## src/rtl/muldiv_pkg.sv

```systemverilog
// Shared types and defaults for the multicycle multiply/divide sequencer.
package muldiv_pkg;

  localparam int XLEN_DEFAULT  = 32;
  localparam int CNT_W_DEFAULT = $clog2(XLEN_DEFAULT);

  typedef enum logic [2:0] {
    IDLE = 3'd0,
    MULT = 3'd1,
    DIV  = 3'd2,
    FIX  = 3'd3,
    DONE = 3'd4
  } muldiv_state_t;

endpackage

```

## src/rtl/div_restore_step.sv

```systemverilog
// One restoring-division step on unsigned magnitudes: shift in the next
// dividend bit, trial-subtract the divisor, keep the difference if it fits.
module div_restore_step
  import muldiv_pkg::*;
#(
  parameter int XLEN = XLEN_DEFAULT
) (
  input  logic [XLEN-1:0] remIn,
  input  logic [XLEN-1:0] quoIn,
  input  logic [XLEN-1:0] divisor,
  output logic [XLEN-1:0] remOut,
  output logic [XLEN-1:0] quoOut
);

  logic [XLEN:0] shifted;
  logic [XLEN:0] diff;

  // remIn < divisor always holds, so shifted < 2*divisor and bit XLEN of
  // diff is a clean borrow flag.
  always_comb begin
    shifted = {remIn, quoIn[XLEN-1]};
    diff    = shifted - {1'b0, divisor};
    if (diff[XLEN]) begin
      remOut = shifted[XLEN-1:0];
      quoOut = {quoIn[XLEN-2:0], 1'b0};
    end else begin
      remOut = diff[XLEN-1:0];
      quoOut = {quoIn[XLEN-2:0], 1'b1};
    end
  end

endmodule

```

## src/rtl/muldiv_seq.sv

```systemverilog
// Multicycle MULT/DIV sequencer owning HI/LO: radix-2 Booth multiply and
// restoring divide, one step per cycle. MULDIV_UNSIGNED_EN adds MULTU/DIVU.
module muldiv_seq
  import muldiv_pkg::*;
#(
  parameter int XLEN = XLEN_DEFAULT
) (
  input  logic            clk,
  input  logic            reset,
  input  logic            multControl,
  input  logic            divControl,
  input  logic [XLEN-1:0] a,
  input  logic [XLEN-1:0] b,
`ifdef MULDIV_UNSIGNED_EN
  input  logic            unsignedOp,
`endif
  output logic [XLEN-1:0] hi,
  output logic [XLEN-1:0] lo,
  output logic            busy,
  output logic            done,
  output logic            divZero
);

  localparam int CW = (XLEN == XLEN_DEFAULT) ? CNT_W_DEFAULT : $clog2(XLEN);

  muldiv_state_t   state;
  logic [CW-1:0]   cnt;
  logic [XLEN:0]   acc;
  logic [XLEN-1:0] mq;
  logic            qm1;
  logic [XLEN-1:0] mcand;
  logic [XLEN-1:0] rem;
  logic            negQ;
  logic            negR;
  logic            isUns;
  logic            startUns;
  logic            lastStep;

`ifdef MULDIV_UNSIGNED_EN
  assign startUns = unsignedOp;
`else
  assign startUns = 1'b0;
  assign isUns    = 1'b0;
`endif

  logic            aNeg;
  logic            bNeg;
  logic [XLEN-1:0] aMag;
  logic [XLEN-1:0] bMag;

  assign aNeg     = !startUns && a[XLEN-1];
  assign bNeg     = !startUns && b[XLEN-1];
  assign aMag     = aNeg ? (~a + 1'b1) : a;
  assign bMag     = bNeg ? (~b + 1'b1) : b;
  assign lastStep = (cnt == CW'(XLEN - 1));

  // acc is one bit wider than XLEN so that subtracting the most negative
  // multiplicand, or the carry of an unsigned add, cannot overflow.
  logic [XLEN:0]   mcandExt;
  logic [XLEN:0]   boothSum;
  logic [XLEN:0]   accNext;
  logic [XLEN-1:0] mqNext;

  assign mcandExt = isUns ? {1'b0, mcand} : {mcand[XLEN-1], mcand};

  always_comb begin
    boothSum = acc;
    if (isUns) begin
      if (mq[0]) boothSum = acc + mcandExt;
    end else begin
      case ({mq[0], qm1})
        2'b01:   boothSum = acc + mcandExt;
        2'b10:   boothSum = acc - mcandExt;
        default: boothSum = acc;
      endcase
    end
    accNext = {(isUns ? 1'b0 : boothSum[XLEN]), boothSum[XLEN:1]};
    mqNext  = {boothSum[0], mq[XLEN-1:1]};
  end

  logic [XLEN-1:0] remStep;
  logic [XLEN-1:0] quoStep;

  div_restore_step #(.XLEN(XLEN)) uStep (
    .remIn  (rem),
    .quoIn  (mq),
    .divisor(mcand),
    .remOut (remStep),
    .quoOut (quoStep)
  );

  always_ff @(posedge clk or negedge reset) begin
    if (!reset) begin
      state   <= IDLE;
      cnt     <= '0;
      acc     <= '0;
      mq      <= '0;
      qm1     <= 1'b0;
      mcand   <= '0;
      rem     <= '0;
      negQ    <= 1'b0;
      negR    <= 1'b0;
      hi      <= '0;
      lo      <= '0;
      busy    <= 1'b0;
      done    <= 1'b0;
      divZero <= 1'b0;
    end else begin
      done    <= 1'b0;
      divZero <= 1'b0;
      case (state)
        IDLE, DONE: begin
          state <= IDLE;
          if (multControl) begin
            state <= MULT;
            busy  <= 1'b1;
            cnt   <= '0;
            acc   <= '0;
            qm1   <= 1'b0;
            mcand <= a;
            mq    <= b;
          end else if (divControl) begin
            if (b == '0) begin
              state   <= DONE;
              done    <= 1'b1;
              divZero <= 1'b1;
            end else begin
              state <= DIV;
              busy  <= 1'b1;
              cnt   <= '0;
              rem   <= '0;
              mcand <= bMag;
              mq    <= aMag;
              negQ  <= aNeg ^ bNeg;
              negR  <= aNeg;
            end
          end
        end
        MULT: begin
          acc <= accNext;
          mq  <= mqNext;
          qm1 <= mq[0];
          if (lastStep) begin
            cnt   <= '0;
            hi    <= accNext[XLEN-1:0];
            lo    <= mqNext;
            state <= DONE;
            busy  <= 1'b0;
            done  <= 1'b1;
          end else begin
            cnt <= cnt + 1'b1;
          end
        end
        DIV: begin
          rem <= remStep;
          mq  <= quoStep;
          if (lastStep) begin
            cnt   <= '0;
            state <= FIX;
          end else begin
            cnt <= cnt + 1'b1;
          end
        end
        FIX: begin
          hi    <= negR ? (~rem + 1'b1) : rem;
          lo    <= negQ ? (~mq + 1'b1) : mq;
          state <= DONE;
          busy  <= 1'b0;
          done  <= 1'b1;
        end
        default: begin
          state <= IDLE;
          busy  <= 1'b0;
        end
      endcase
    end
  end

`ifdef MULDIV_UNSIGNED_EN
  always_ff @(posedge clk or negedge reset) begin
    if (!reset) begin
      isUns <= 1'b0;
    end else if ((state == IDLE || state == DONE) && (multControl || divControl)) begin
      isUns <= unsignedOp;
    end
  end
`endif

endmodule

```

## config.mk

```make
export PLATFORM = sky130hd
export DESIGN_NAME = muldiv_seq
export DESIGN_NICKNAME = d
export VERILOG_FILES = /design/src/rtl/muldiv_pkg.sv /design/src/rtl/div_restore_step.sv /design/src/rtl/muldiv_seq.sv
export SDC_FILE = /design/constraint.sdc
export NUM_CORES = 1
export LEC_CHECK = 0
export BUFFER_PORTS_ARGS = -buffer_cell sky130_fd_sc_hd__buf_2
export CAP_MARGIN = 20
export CORE_MARGIN = 10
export CORE_UTILIZATION = 55
export DETAILED_ROUTE_END_ITERATION = 10
export PLACE_DENSITY_LB_ADDON = 0.3
export SLEW_MARGIN = 20
export SYNTH_ARGS = -nofsm -noshare
export SYNTH_HDL_FRONTEND = slang
export SYNTH_SLANG_ARGS = --single-unit
```

## constraint.sdc

```tcl
create_clock -name clk -period 11.7 [get_ports clk]
set_clock_uncertainty 0.15 [all_clocks]
set_input_delay 1.755 -clock clk [delete_from_list [all_inputs] [get_ports clk]]
set_output_delay 1.755 -clock clk [all_outputs]
set_load 0.01 [all_outputs]
```

==> results.toml <==
[synthesis]
synth-seq-cells = 206
synth_edf_count = 0
synth_mux_area_share_pct = 2.97
yosys.area.top_type_share_pct = 30.8
ys_types = 75
synth_xor_area_share_pct = 10.3
synthAdderAreaFrac_pct = 5.63
async_reset_ff_share_pct = 100
syn-instance-count = 2106
yosys-top-cells-area = "dfrtp_1, nand2_1, xnor2_1"
synth_warnings = 0
synth_ff_type = "dfrtp_1"
syn_area_per_cell_um2 = 7.94
synth-compound-area-share_pct = 26.7
syn_area_mm2 = 0.0167
synth_top_family_by_area = "compound AO/OA/AOI/OAI gates"
yosys.area.top_type = "dfrtp_1"
synthSimpleGateAreaFrac_pct = 18.8
yosysSeqAreaShare_pct = 30.8
synth_fp_nets = 2248

[critical_path]
worstSetupEndpointType = "register"
cp-start-kind = "register"
path_cells = "inv_1, nand4_1, nor4_1, nand2_1, nor2_1, and3_1, a41oi_1, xnor2_1, ha_1, nand2_1, o21ai_0, a21oi_1, nor3_1, a21o_1, a311oi_1, a211oi_1, nand2b_1, a31oi_1"
crit_slowest_cell = "nor4_1"
reg2reg_slack_ns = 6.40
path_common_cell = "nand2_1"
crit_fanout = 9
worstPathRequired_ns = 11.97
crit_arrival_ns = 5.57
max_stage_delay_ns = 0.58
path_class = "register to register"

[grt]
grt_pass1_wl_um = 87300
antenna_found_initial = 2
grt_max_degree = 103
track_usage_pct = 28.1
grt_pass1_vias = 15400
grt_overflow = 0

[run]
cap_violations = 0

[timing]
tightest_slew_ns = 1.08
fin_crit_sh_pct = 45.3
setup_violations = 0
period_needed_ns = 5.30
max_freq_mhz = 189
slew_headroom_pct = 27.5
rsz0062_at_grt = "no"
setup_ws_ns = 6.40
drv_slew = 0
final-hold-violation-count = 0
fin_tns_setup_ns = 0

[layout]
regArea_mm2 = 0.00515
stdcell_area_mm2 = 0.0184
fillers = 2680
num-nets-final = 2286
instances_no_fill = 2554
syn_to_final_growth_pct = 9.89
multiInputGateArea_mm2 = 0.0108
drive_above_1_share_pct = 10.5

[floorplan]
dieArea_mm2 = 0.0378
die_w_um = 194
fp.dieH_um = 194
fp.coreArea_mm2 = 0.0298
rows = 63
io_pins = 135
start_util_pct = 56.1

[clock_network]
cts_inserted_buffers = 26
max-clock-path-buffers = 3
cts.clk_slew.worst_paths_ns = 0.06
htreeDepth = 1
ctsResizeCount = 0
clock_sinks = 206
insertion_delay_ns = 0.55
cts_tree = "done"
cts_setup_buffers = 0
holdBufCountCts = 0
clk_root_buffer_cell = "clkbuf_16"

[worst_hold_path]
hp-class = "register to register"

[outcome]
status = "completed"

[placed_design]
placed_cells = 2506
hpwl_um = 42700
dpl_cell_area_mm2 = 0.0175
gp_congestion = 1.03
dpl_worst_slack_ns = 6.36
numPortBuffers = 134

[route]
drt_first_pass_iters = 8
post-route-drc-count = 0
first_iter_violations = 2118
viasPerCell = 6.46
antenna_left = 0
routed_wl_um = 56100
num_vias = 16500
drt-wirelength-per-cell_um = 22.0
## metal layers
metal  wire (µm)  track usage, %
met1       24700            40.0
met2       25000            43.7
met3        5030            4.46
met4        1350            6.87
met5          10               0
## layout make-up
class / count / area share [%]
Timing Repair Buffer: 147 / 4.24
Tap cell: 390 / 2.66
Clock inverter: 13 / 1.11
Clock buffer: 34 / 3.81
Multi-Input combinational cell: 1702 / 58.9
Inverter: 61 / 1.25
Sequential cell: 206 / 28.1
Antenna cell: 1 / 0.0136
## kinds of logic after synthesis
logic type	Yosys count
AO/OA/AOI/OAI	691
AND/OR/NAND/NOR	691
flip-flops	206
multiplexers	49
buffers and inverters	198
XOR/XNOR	197
adder cells (fa/ha/maj)	74
## critical path, delay by kind of cell, from the launching register on
kind / cells / cell delay (ns)
buf+inv: 1 / 0.14
flops: 1 / 0.45
simple gates: 8 / 2.00
compound gates: 7 / 1.57
xor+xnor: 1 / 0.46
fa+ha+maj: 1 / 0.38
## synthesized netlist by cell type, types with 13 or more instances
cell type / instances
nand2_1: 285
dfrtp_1: 206
nor2_1: 200
o21ai_0: 184
a21oi_1: 154
clkbuf_1: 112
xnor2_1: 110
xor2_1: 87
ha_1: 72
inv_1: 60
a31oi_1: 52
a21o_1: 48
mux2i_1: 44
o31ai_1: 43
a22o_1: 25
nand3_1: 25
nor3_1: 23
o21a_1: 20
nand4_1: 19
o211ai_1: 19
o41ai_1: 19
or4_1: 19
a221oi_1: 18
and3_1: 18
nor4_1: 16
or3_1: 16
nand2b_1: 14
nor2b_1: 14
a211oi_1: 13
## worst paths after layout
| path | from | to | cells past startpoint |
|---|---|---|---|
| max | mcand[3] | acc[31] | 18 |
| min | lo[1] | lo[1] | 2 |
| max reg2reg | mcand[3] | acc[31] | 18 |
| min reg2reg | lo[1] | lo[1] | 2 |
| max in group asynchronous | reset | hi[20] | 2 |
| min in group asynchronous | reset | mcand[23] | 1 |
## state kept, by name (all words and copies together), names as in the netlist
name     count
lo          32
negR         1
mq          32
acc         32
rem         32
busy         1
mcand       32
state        3
done         1
cnt          5
negQ         1
qm1          1
divZero      1
hi          32
## cell usage in the layout, fill, tap and decap left out, types with 6 or more instances in the layout
cell / instances
clkbuf_16: 26
a31oi_1: 52
a21o_1: 48
ha_1: 71
o21ai_0: 184
a211oi_1: 12
xor2_1: 87
a221oi_1: 18
a41oi_1: 6
o41ai_1: 19
nor4_1: 16
o22ai_1: 11
buf_4: 14
a21oi_1: 153
mux2i_1: 44
nand3_1: 25
o21bai_1: 6
nand2b_1: 14
nor3_1: 23
nand4_1: 19
inv_1: 60
o31ai_1: 43
dfrtp_1: 206
or4_1: 19
clkbuf_1: 6
a222oi_1: 12
or3_1: 16
nand2_1: 284
xnor2_1: 110
o211ai_1: 19
a211o_1: 8
nor2_1: 200
buf_2: 132
and2_1: 11
and3_1: 18
a22o_1: 24
or2_2: 12
nor2b_1: 13
o21a_1: 20
a22oi_1: 7
## stage by stage
step,util (%),hold slack [ns]
4_1_cts,61.6,0.342
3_3_place_gp,58.6,0.295
6_report,61.7,0.335
3_5_place_dp,58.6,0.333
2_1_floorplan,-,0.293
5_1_grt,61.6,0.357
Power is left out: the tool's default activity adds up to more than one toggle a clock period on the data nets, which glitch-free logic cannot reach.
